**src/rtl/stream_rr_arbiter.sv**
```systemverilog
// Round-robin arbiter that shares one valid/ready stream among NUM_REQS requesters.
// LOCK_LAST holds the grant until a last beat; OUT_REG=1 adds a 1-cycle output stage with one skid entry.
module stream_rr_arbiter #(
  parameter int  NUM_REQS  = 4,
  parameter int  DATAW     = 32,
  parameter int  LOCK_LAST = 0,
  parameter int  OUT_REG   = 1,
  localparam int SELW      = (NUM_REQS > 1) ? $clog2(NUM_REQS) : 1
) (
  input  logic                      clk,
  input  logic                      reset,
  input  logic [NUM_REQS-1:0]       valid_in,
  input  logic [NUM_REQS*DATAW-1:0] data_in,
  input  logic [NUM_REQS-1:0]       last_in,
  output logic [NUM_REQS-1:0]       ready_in,
  output logic                      valid_out,
  output logic [DATAW-1:0]          data_out,
  output logic                      last_out,
  output logic [SELW-1:0]           sel_out,
  input  logic                      ready_out
);

  typedef struct packed {
    logic [DATAW-1:0] data;
    logic             last;
    logic [SELW-1:0]  sel;
  } beat_t;

  logic [SELW-1:0] rr_ptr;
  logic            lock_valid;
  logic [SELW-1:0] lock_idx;

  logic [SELW-1:0] grant;
  logic            grant_vld;
  logic [SELW:0]   scan_sum;
  logic [SELW-1:0] next_ptr;
  beat_t           in_beat;
  logic            in_valid;
  logic            stage_ready;
  logic            accept;

  // Offsets are scanned from farthest to nearest so the requester closest to rr_ptr wins.
  always_comb begin
    grant     = lock_idx;
    grant_vld = lock_valid;
    scan_sum  = '0;
    if (!lock_valid) begin
      for (int k = NUM_REQS - 1; k >= 0; k--) begin
        scan_sum = {1'b0, rr_ptr} + (SELW+1)'(k);
        if (scan_sum >= (SELW+1)'(NUM_REQS)) begin
          scan_sum = scan_sum - (SELW+1)'(NUM_REQS);
        end
        if (valid_in[scan_sum[SELW-1:0]]) begin
          grant     = scan_sum[SELW-1:0];
          grant_vld = 1'b1;
        end
      end
    end
  end

  always_comb begin
    in_beat = '0;
    for (int i = 0; i < NUM_REQS; i++) begin
      if (grant == SELW'(i)) begin
        in_beat.data = data_in[i*DATAW +: DATAW];
        in_beat.last = last_in[i];
      end
    end
    in_beat.sel = grant;
  end

  always_comb begin
    ready_in = '0;
    for (int i = 0; i < NUM_REQS; i++) begin
      ready_in[i] = grant_vld & stage_ready & (grant == SELW'(i));
    end
  end

  assign in_valid = grant_vld & valid_in[grant];
  assign accept   = in_valid & stage_ready;
  assign next_ptr = (grant == SELW'(NUM_REQS - 1)) ? '0 : grant + 1'b1;

  always_ff @(posedge clk or negedge reset) begin
    if (!reset) begin
      rr_ptr     <= '0;
      lock_valid <= 1'b0;
      lock_idx   <= '0;
    end else if (accept) begin
      if ((LOCK_LAST != 0) && !in_beat.last) begin
        lock_valid <= 1'b1;
        lock_idx   <= grant;
      end else begin
        lock_valid <= 1'b0;
        rr_ptr     <= next_ptr;
      end
    end
  end

  if (OUT_REG != 0) begin : g_reg
    beat_t out_q;
    beat_t skid_q;
    logic  out_vld;
    logic  skid_vld;
    logic  out_free;

    // ready_in depends only on skid occupancy, never on ready_out.
    assign stage_ready = ~skid_vld;
    assign out_free    = ~out_vld | ready_out;

    always_ff @(posedge clk or negedge reset) begin
      if (!reset) begin
        out_vld  <= 1'b0;
        skid_vld <= 1'b0;
        out_q    <= '0;
        skid_q   <= '0;
      end else if (out_free) begin
        if (skid_vld) begin
          out_q    <= skid_q;
          out_vld  <= 1'b1;
          skid_vld <= 1'b0;
        end else if (accept) begin
          out_q   <= in_beat;
          out_vld <= 1'b1;
        end else begin
          out_vld <= 1'b0;
        end
      end else if (accept) begin
        skid_q   <= in_beat;
        skid_vld <= 1'b1;
      end
    end

    assign valid_out = out_vld;
    assign data_out  = out_q.data;
    assign last_out  = out_q.last;
    assign sel_out   = out_q.sel;
  end else begin : g_comb
    assign stage_ready = ready_out;
    assign valid_out   = in_valid;
    assign data_out    = in_beat.data;
    assign last_out    = in_beat.last;
    assign sel_out     = in_beat.sel;
  end

endmodule

```
**config.mk**
```make
export PLATFORM = sky130hd
export DESIGN_NAME = stream_rr_arbiter
export DESIGN_NICKNAME = d
export VERILOG_FILES = /design/src/rtl/stream_rr_arbiter.sv
export SDC_FILE = /design/constraint.sdc
export NUM_CORES = 1
export LEC_CHECK = 0
export CAP_MARGIN = 20
export CORE_UTILIZATION = 48
export CTS_CLUSTER_SIZE = 10
export DETAILED_ROUTE_END_ITERATION = 8
export GPL_TIMING_DRIVEN = 0
export HOLD_SLACK_MARGIN = 0.08
export MAX_ROUTING_LAYER = met4
export PLACE_DENSITY = 0.87
export SETUP_SLACK_MARGIN = 0.05
export SYNTH_ARGS = -nofsm -noshare
export SYNTH_HDL_FRONTEND = slang
export SYNTH_SLANG_ARGS = --single-unit
```
**constraint.sdc**
```tcl
create_clock -name clk -period 3.85 [get_ports clk]
set_input_delay 0.77 -clock clk [delete_from_list [all_inputs] [get_ports clk]]
set_output_delay 0.77 -clock clk [all_outputs]
set_load 0.01 [all_outputs]
```
# == Yosys cells after proc, flatten, opt, wreduce, memory -nomap -nowiden ==
# Index checks and enable logic that the tools add are counted.
# totals
wordCells,78
register_bits,74
out_inout_bits,40
input_bits,139
# classes
n_mux,33
magnitude_cmp,9
bitwise_logic,11
n_addsub,8
n_reduce_logical,5
n_eq_ne,3
# ops
op,count
2-to-1 mux 33 bit,4
2-to-1 mux 35 bit,2
2-to-1 mux 2 bit,9
< comparator 2 x 3 -> 1 bit (second input constant),5
2-to-1 mux 1 bit,13
binary-select mux 1 bit (select 2 bit),5
greater-or-equal comparator 3 bit (second input constant),3
subtractor 2 x 1 -> 2 bit (second input constant),4
bitwise AND 1 bit,7
adder 2 x 2 -> 3 bit (second input constant),2
equality test 2 bit (second input constant),2
AND reduction 2 bit,2
nonzero test 2 bit,2
adder 2 x 1 -> 3 bit (second input constant),1
greater-or-equal comparator 2 x 3 -> 1 bit (second input constant),1
inverter 1 bit,3
adder 2 x 1 -> 2 bit (second input constant),1
equality test 2 x 1 -> 1 bit (second input constant),1
zero test 2 bit,1
bitwise OR 1 bit,1

# == Logic depth before layout (Yosys ltp) ==
# Gate-level depths: netlist (run 1).
# logic_depth
word_depth,16
depth_mapped,12
ltp_nobuf,9

# == Least setup slack after synthesis (run 1) ==
# OpenSTA, ideal clock, no wires.
# synth_path
path_kind,input port to output port
start,input valid_in[3]
end,output ready_in[1]
arrival_time_ns,2.429
slack_ns,0.651
path_buffers,3
stages,8
required_time_ns,3.080
path_cell_list,buf_2 -> nand2b_1 -> a21oi_1 -> a211oi_1 -> ha_1 -> clkbuf_1 -> clkbuf_1 -> and2_1
# synth_via
elab_chain_len,8
elab_cells_between_ends,19
# synth_rtl
element,line_no,source
from (decl),12,"input logic [NUM_REQS-1:0] valid_in,"
binary-select mux 1 bit (select 2 bit),53,if (valid_in[scan_sum[SELW-1:0]]) begin
2-to-1 mux 1 bit (not written as such),53,
2-to-1 mux 2 bit (3 in series),53,
2-to-1 mux 2 bit (*),53,
via grant[0],33,logic [SELW-1:0] grant;
equality test 2 x 1 -> 1 bit (*),75,ready_in[i] = grant_vld & stage_ready & (grant == SELW'(i));
bitwise AND 1 bit (*),75,
to (decl),15,"output logic [NUM_REQS-1:0] ready_in,"
# The timed path passes the listed nets; every way through them passes the cells marked *. The select of a mux whose other input is x is not followed.

# == Worst setup path after layout (run 1) ==
# layout_path
start,input valid_in[2]
end,output ready_in[2]
# layout_via
elab_chain_len,8
elab_cells_between_ends,19
# layout_rtl
element,line_no
binary-select mux 1 bit (select 2 bit),53
2-to-1 mux 1 bit (not written as such),53
2-to-1 mux 2 bit (3 in series),53
2-to-1 mux 2 bit (*),53
via grant[1],33
equality test 2 bit (*),75
bitwise AND 1 bit (*),75
# Marked as above.

==> results of run 1 <==
[sequential cells by signal (all words and copies together) (netlist names)]
name / cells
rr_ptr: 2
last_out: 1
valid_out: 1
data_out: 32
g_reg.skid_vld: 1
g_reg.skid_q: 35
sel_out: 2
[area by class of cell]
type	count	area (um^2)
Clock inverter	6	88.8
Inverter	3	11.3
Timing Repair Buffer	178	1780
Buffer	54	302
Tap cell	111	139
Sequential cell	74	1850
Fill cell	691	2430
Multi-Input combinational cell	384	2460
Clock buffer	10	138
[stage by stage]
stage	hold slack (ns)	setup slack [ns]	util, %
6_report	0.497	0.175	73.6
5_1_grt	0.530	0.0399	73.6
4_1_cts	0.504	0.0437	73.2
3_5_place_dp	0.486	-0.770	70.3
3_3_place_gp	0.479	-0.709	70.3
2_1_floorplan	0.474	0.651	-
[metal layers]
layer / vias to the layer above / routed length, um / track usage, %
met4: 0 / 697 / 16.1
met3: 63 / 1210 / 7.31
li1: 2286 / - / -
met5: - / 0 / -
met2: 305 / 8440 / 57.6
met1: 2572 / 6320 / 40.4
[cells in the final DEF (no fill, tap or decap), types with 22 or more instances in the layout]
cell	Yosys	final
nand3_1	35	35
nor2b_1	33	33
a21oi_1	71	71
clkdlybuf4s50_1	0	172
dfrtp_1	74	74
nand3b_1	34	34
a32oi_1	22	22
a211oi_1	34	33
nor2_1	40	40
clkbuf_1	40	34
nand2_1	40	40
o211ai_1	33	33
[power breakdown]
part	internal [mW]	switching, mW
registers	1.09	0.190
clock network	0.384	0.305
logic	1.13	1.28
[critical path, delay by kind of cell]
family / cells / cell delay (ns)
simple gates: 3 / 0.38
buf+inv: 4 / 1.20
fa+ha+maj: 1 / 0.20
compound gates: 1 / 0.34
[cell families (layout without fill, tap and decap cells)]
family / after synthesis / in the layout / share of synthesized area, %
AOI/OAI and AO/OA: 183 / 183 / 29.0
buffers and inverters: 60 / 251 / 6.40
adders and majority gates: 3 / 3 / 0.824
muxes: 1 / 1 / 0.247
and+or+nand+nor: 197 / 197 / 22.9
DFF: 74 / 74 / 40.6
[worst paths after layout]
path / from / end / cells past startpoint
min in group asynchronous: reset / valid_out / 1
min: data_out[7] / data_out[7] / 2
max in group asynchronous: reset / data_out[31] / 1
min reg2reg: data_out[7] / data_out[7] / 2
max reg2reg: rr_ptr[0] / data_out[13] / 12
max: valid_in[2] / ready_in[2] / 9
[timing repair]
action	CTS	global route
resized for setup	16	5
hold buffers	0	0
endpoints found under the hold margin	0	0
endpoints found under the setup margin	4	3
pin swaps	0	2
cloned	0	0
setup buffers	0	1
==> impl_metrics.ini, run 1 <==
[clock_tree]
path_clk_slew_ns = 0.08
cts_tree = yes
clock_latency_ns = 0.35
clk_path_buf_depth = 2
cts.sinks = 74
cts_max_level = 3
cts_root_buffer = clkbuf_8
cts_made_buffers = 9

[setup_path]
cp-start-kind = input pin
worstSetupPathType = input pin to output port
end_kind = output port
path_cells = dlygate4sd2_1 > nor2_1 > and3_1 > a211o_1 > inv_1 > ha_4 > clkbuf_16 > and2_1 > clkdlybuf4s50_1
worst-path-max-fanout = 19
worst_ep_arrival_time_ns = 2.91
cp_slowest_cell = clkdlybuf4s50_1
crit_required_ns = 3.08
slowest_delay_ns = 0.53
ff2ff_setup_slack_ns = 0.65

[timing]
worst_pin_slew_ns = 0.956
slew_violations = 0
rsz0062_at_grt = no
relSlewSlack_pct = 36.3
hold_viol = 0
finalSetupTns_ns = 0
max_freq_mhz = 272
fin_crit_ns = 3.68
fin_skew_ns = 0.0105
report.final.setup_viol = 0
final.period_utilization_pct = 95.5

[min_path]
hold_class = register to register

[layout]
fin_nets = 846
fin_cells = 820
area_growth_pct = 48.5
diodes = 0
drive_above_1_share_pct = 8.32
fin_area_mm2 = 0.00677

[status]
outcome = completed

[die]
start_util_pct = 49.6
dieArea_mm2 = 0.00989
die_height_um = 99.4
rows = 35
core_mm2 = 0.00920
io_pins = 179
die_x_um = 99.4

[grt]
antenna_found_initial = 0
grt_pass1_wl_mm = 25.9
grt_pass1_vias = 5211
grtUsageTotal_pct = 34.7
grt_max_degree = 75
grt.overflow.total = 0

[yosys]
yosysWarnings = 2
yosysTopAreaCell = dfrtp_1
synth_cell_types = 37
syn_avg_cell_area_um2 = 8.80
yosysMostFrequentCell = dfrtp_1
async_flop_share_pct = 100
synth_edf_count = 0
ys_seq_area_share_pct = 40.6
synth_common_cells = dfrtp_1, a21oi_1, clkbuf_1, nand2_1, nor2_1
netlist_area_mm2 = 0.00456
synth_flop_cell = dfrtp_1
syn_inst = 518
synth.ff_latch_count = 74
yosysTopAreaCellShare_pct = 40.6
synthTopCellsByArea = dfrtp_1, a21oi_1, a211oi_1, nand3b_1, o211ai_1
syn_nets = 660

[routing]
drtIter0Drc = 380
totalWireLength_mm = 16.7
antenna_left = 0
vias = 5226
drc = 0
via_per_inst = 6.37
wire_per_inst_um = 20.3
drtPass1Iterations = 5

[place]
io_buffers = 177
dp_hpwl_mm = 11.9
gp_congestion = 0.917
post_dp_cell_area_mm2 = 0.00646
dpl.cell_count = 806

[power]
power.total_mw = 4.37
power.density_mw_per_mm2 = 646
p_leak_nw = 2.50
peakVddDrop_mv = 0.301

[job]
cap_viol_max_count = 0
No activity file was read; power rests on OpenSTA's default activity.
==> run 2: changes to the inputs <==
- CELL_PAD_IN_SITES_DETAIL_PLACEMENT: not set -> 0
- CELL_PAD_IN_SITES_GLOBAL_PLACEMENT: not set -> 1
- CORE_UTILIZATION: 48 -> 34
- PLACE_DENSITY: 0.87 -> not set
- PLACE_DENSITY_LB_ADDON: not set -> 0.1
- SKIP_LAST_GASP: not set -> 1
- SLEW_MARGIN: not set -> 5
==> impl_metrics.ini, run 2 (synthesized netlist as in run 1, its figures left out) <==
[status]
outcome = completed

[grt]
antenna_found_initial = 0
grt_pass1_wl_mm = 26.7
grtUsageTotal_pct = 25.6
grt_max_degree = 40
grt_pass1_vias = 4933
grt.overflow.total = 0

[die]
die_height_um = 118
rows = 41
die_x_um = 118
dieArea_mm2 = 0.0139
core_mm2 = 0.0128
io_pins = 179
start_util_pct = 35.5

[layout]
fin_area_mm2 = 0.00695
drive_above_1_share_pct = 8.84
area_growth_pct = 52.5
largest_reg_flops = 35
diodes = 0
final_common_cell = clkdlybuf4s50_1
fin_nets = 850
final_cell_mix = clkdlybuf4s50_1, dfrtp_1, a21oi_1
max_flop_register = g_reg.skid_q

[power]
p_leak_nw = 2.56
power.density_mw_per_mm2 = 657
switchingPower_mw = 1.73
switching_share_pct = 37.8
p_clk_share_pct = 21.0
seq_power_share_pct = 28.0
intPower_mw = 2.84
peakVddDrop_mv = 0.261
combPwrFrac_pct = 51.0

[timing]
rsz0062_at_grt = yes
fin_skew_ns = 0.00700
report.final.setup_viol = 0
max_freq_mhz = 269
relSlewSlack_pct = 45.8
hold-worst-slack_ns = 0.387
fin_crit_ns = 3.72
hold_viol = 0
slew_violations = 0
worst_pin_slew_ns = 0.813
final.period_utilization_pct = 96.5

[setup_path]
end_kind = output port
worst-path-max-fanout = 10
worstSetupPathType = input pin to output port
crit_required_ns = 3.08
r2r-start = rr_ptr[0]
worst_ep_arrival_time_ns = 2.95
r2r_end = data_out[14]
ff2ff_setup_slack_ns = 0.71
cp-start-kind = input pin
rr_worst_depth = 11

[place]
post_dp_cell_area_mm2 = 0.00656
gp_congestion = 0.829
io_buffers = 177
dp_hpwl_mm = 12.7

[clock_tree]
cts.sinks = 74
clock_latency_ns = 0.34
cts_root_buffer = clkbuf_16
clk_path_buf_depth = 2
cts_made_buffers = 9
cts-hold-fix-buffers = 0
cts_max_level = 3
path_clk_slew_ns = 0.06
cts_tree = yes

[routing]
drtIter0Drc = 295
drtPass1Iterations = 5
antenna_left = 0
wire_per_inst_um = 19.1
totalWireLength_mm = 16.9
via_per_inst = 5.48
vias = 4853
drc = 0

[min_path]
hold_class = input pin to asynchronous set/reset pin

[job]
cap_viol_max_count = 0
==> run 2: worst max-delay path, stage by stage <==
cell	delay [ns]
clkdlybuf4s15_1	0.30
nor2_1	0.06
and3_1	0.20
a211o_1	0.30
inv_1	0.08
ha_2	0.22
clkbuf_8	0.19
clkbuf_8	0.17
and2_1	0.12
clkdlybuf4s50_1	0.53
==> run 2: worst max path at each step <==
stage                   to        start  slack (ns)  cells past startpoint
2_1_floorplan  ready_in[1]  valid_in[3]        0.65                      8
3_3_place_gp   ready_in[1]  valid_in[2]       -0.91                      9
3_5_place_dp   ready_in[1]  valid_in[2]       -0.95                      9
4_1_cts        ready_in[1]  valid_in[2]        0.06                      8
5_1_grt        ready_in[2]    rr_ptr[0]        0.05                     10
6_report       ready_in[2]  valid_in[2]        0.13                     10
==> run 2: power groups by stage <==
| stage | logic [mW] | registers [mW] | clock network [mW] |
|---|---|---|---|
| final | 2.33 | 1.28 | 0.957 |
| after global routing | 2.54 | 1.32 | 0.995 |
| after CTS | 2.33 | 1.28 | 0.966 |
| after detailed placement | 2.28 | 1.29 | 0 |
| after global placement | 2.25 | 1.27 | 0 |
| after floorplan | 1.30 | 1.32 | 0 |
==> run 2: layer usage <==
metal | up-vias | share of wire, % | track usage, %
li1 | 2298 | - | -
met1 | 2370 | 43 | 31.5
met2 | 161 | 50 | 42.8
met3 | 24 | 4.8 | 5.33
met4 | 0 | 1.9 | 6.33
met5 | - | 0 | -
==> run 2: cell type report <==
cell class | count | area, um^2
Buffer | 55 | 298
Timing Repair Buffer | 181 | 1810
Fill cell | 1241 | 5870
Clock buffer | 10 | 229
Multi-Input combinational cell | 384 | 2430
Inverter | 3 | 11.3
Tap cell | 172 | 215
Sequential cell | 74 | 1850
Clock inverter | 6 | 105
==> run 2: per-stage QoR <==
step	utilization [%]	total power [mW]	setup slack (ns)	std cells	setup TNS, ns
2_1_floorplan	-	2.62	0.651	518	0
3_3_place_gp	51.0	3.52	-0.906	867	-56.99
3_5_place_dp	51.2	3.57	-0.947	868	-16.46
4_1_cts	54.1	4.58	0.0635	884	0
5_1_grt	54.2	4.85	0.0466	885	0
6_report	54.2	4.57	0.133	885	0
==> run 2: timing repair <==
item,CTS,global route
pin swaps,1,3
endpoints found under the setup margin,12,2
gates resized for setup,20,2
setup buffers,1,2
==> run 3: changes to the inputs <==
- TNS_END_PERCENT: not set -> 1
==> impl_metrics.ini, run 3 (synthesized netlist as in run 1, its figures left out) <==
[layout]
area_growth_pct = 52.0
final_cell_mix = clkdlybuf4s50_1, dfrtp_1, a21oi_1
final_common_cell = clkdlybuf4s50_1
fin_nets = 848
fin_area_mm2 = 0.00693
fin_util_pct = 54.0
diodes = 0
drive_above_1_share_pct = 8.44
max_flop_register = g_reg.skid_q
largest_reg_flops = 35

[routing]
wire_per_inst_um = 19.1
drc = 0
drtIter0Drc = 299
via_per_inst = 5.47
drtPass1Iterations = 5
antenna_left = 0
vias = 4826
totalWireLength_mm = 16.9

[die]
core_mm2 = 0.0128
io_pins = 179
die_x_um = 118
rows = 41
dieArea_mm2 = 0.0139
start_util_pct = 35.5
die_height_um = 118

[setup_path]
end_kind = output port
cp-start-kind = input pin
worst-path-max-fanout = 10
ff2ff_setup_slack_ns = 0.66
crit_required_ns = 3.08
worstSetupPathType = input pin to output port
worst_ep_arrival_time_ns = 3.04

[min_path]
hold_class = input pin to asynchronous set/reset pin

[grt]
grt.overflow.total = 0
grt_max_degree = 40
grt_pass1_wl_mm = 26.7
grtUsageTotal_pct = 25.6
grt_pass1_vias = 4933
antenna_found_initial = 0

[timing]
relSlewSlack_pct = 46.8
max_freq_mhz = 262
finalSetupTns_ns = 0
fin_crit_ns = 3.81
worst_pin_slew_ns = 0.799
final.period_utilization_pct = 99.0
slew_violations = 0
rsz0062_at_grt = yes
hold_viol = 0
report.final.setup_viol = 0
fin_skew_ns = 0.00633
hold-worst-slack_ns = 0.388

[clock_tree]
cts_max_level = 3
clk_path_buf_depth = 2
clock_latency_ns = 0.34
cts.sinks = 74
path_clk_slew_ns = 0.06
cts-hold-fix-buffers = 0
cts_made_buffers = 9
cts_tree = yes
cts_root_buffer = clkbuf_16

[status]
outcome = completed

[place]
gp_congestion = 0.829
dp_hpwl_mm = 12.7
io_buffers = 177
post_dp_cell_area_mm2 = 0.00656

[power]
peakVddDrop_mv = 0.259
power.density_mw_per_mm2 = 657
p_leak_nw = 2.55
power.total_mw = 4.55

[job]
cap_viol_max_count = 0
## run 3: cell count changes in the layout (fill, tap and decap cells not counted)
cell	previous run	this run
clkbuf_4	1	2
ha_1	0	1
clkbuf_8	2	1
ha_2	3	2
buf_4	8	6
## run 3: timing repair
item / CTS / global route
endpoints found under the setup margin: 12 / 3
endpoints found under the hold margin: 0 / 0
buffers inserted: 1 / 0
gates resized for setup: 18 / 2
pin swaps: 1 / 0
## run 3: final timing paths
path	startpoint	end	cells after the start
max	valid_in[2]	ready_in[1]	8
min	reset	rr_ptr[0]	1
max reg2reg	rr_ptr[0]	data_out[14]	12
min reg2reg	data_out[1]	data_out[1]	2
max in group asynchronous	reset	data_out[15]	2
min in group clk	data_out[1]	data_out[1]	2
## run 3: layer usage
metal	wire [um]	up-vias	global-route usage, %
li1	-	2291	-
met1	7240	2352	31.5
met2	8530	159	42.8
met3	811	24	5.33
met4	318	0	6.33
met5	0	-	-
## run 3: critical path, stage by stage
cell,delay (ns)
clkdlybuf4s15_1,0.27
nor3b_1,0.21
a211oi_2,0.34
ha_1,0.30
clkbuf_4,0.23
clkbuf_4,0.24
and2_1,0.14
clkdlybuf4s50_1,0.53
## run 3: cell type report
class,count,area (um^2)
Clock buffer,10,229
Tap cell,172,215
Buffer,55,292
Multi-Input combinational cell,384,2430
Clock inverter,6,105
Fill cell,1249,5900
Sequential cell,74,1850
Inverter,3,11.3
Timing Repair Buffer,179,1790
## run 3: metrics by stage
stage / std cells / setup slack [ns]
6_report: 883 / 0.0383
5_1_grt: 883 / -0.0466
4_1_cts: 884 / -0.00600
3_5_place_dp: 868 / -0.947
3_3_place_gp: 867 / -0.906
2_1_floorplan: 518 / 0.651
## run 3: where the power goes
group	internal [mW]	total (mW)	switching, mW
Combinational	1.10	2.31	1.21
Sequential	1.09	1.28	0.188
Clock	0.630	0.956	0.326
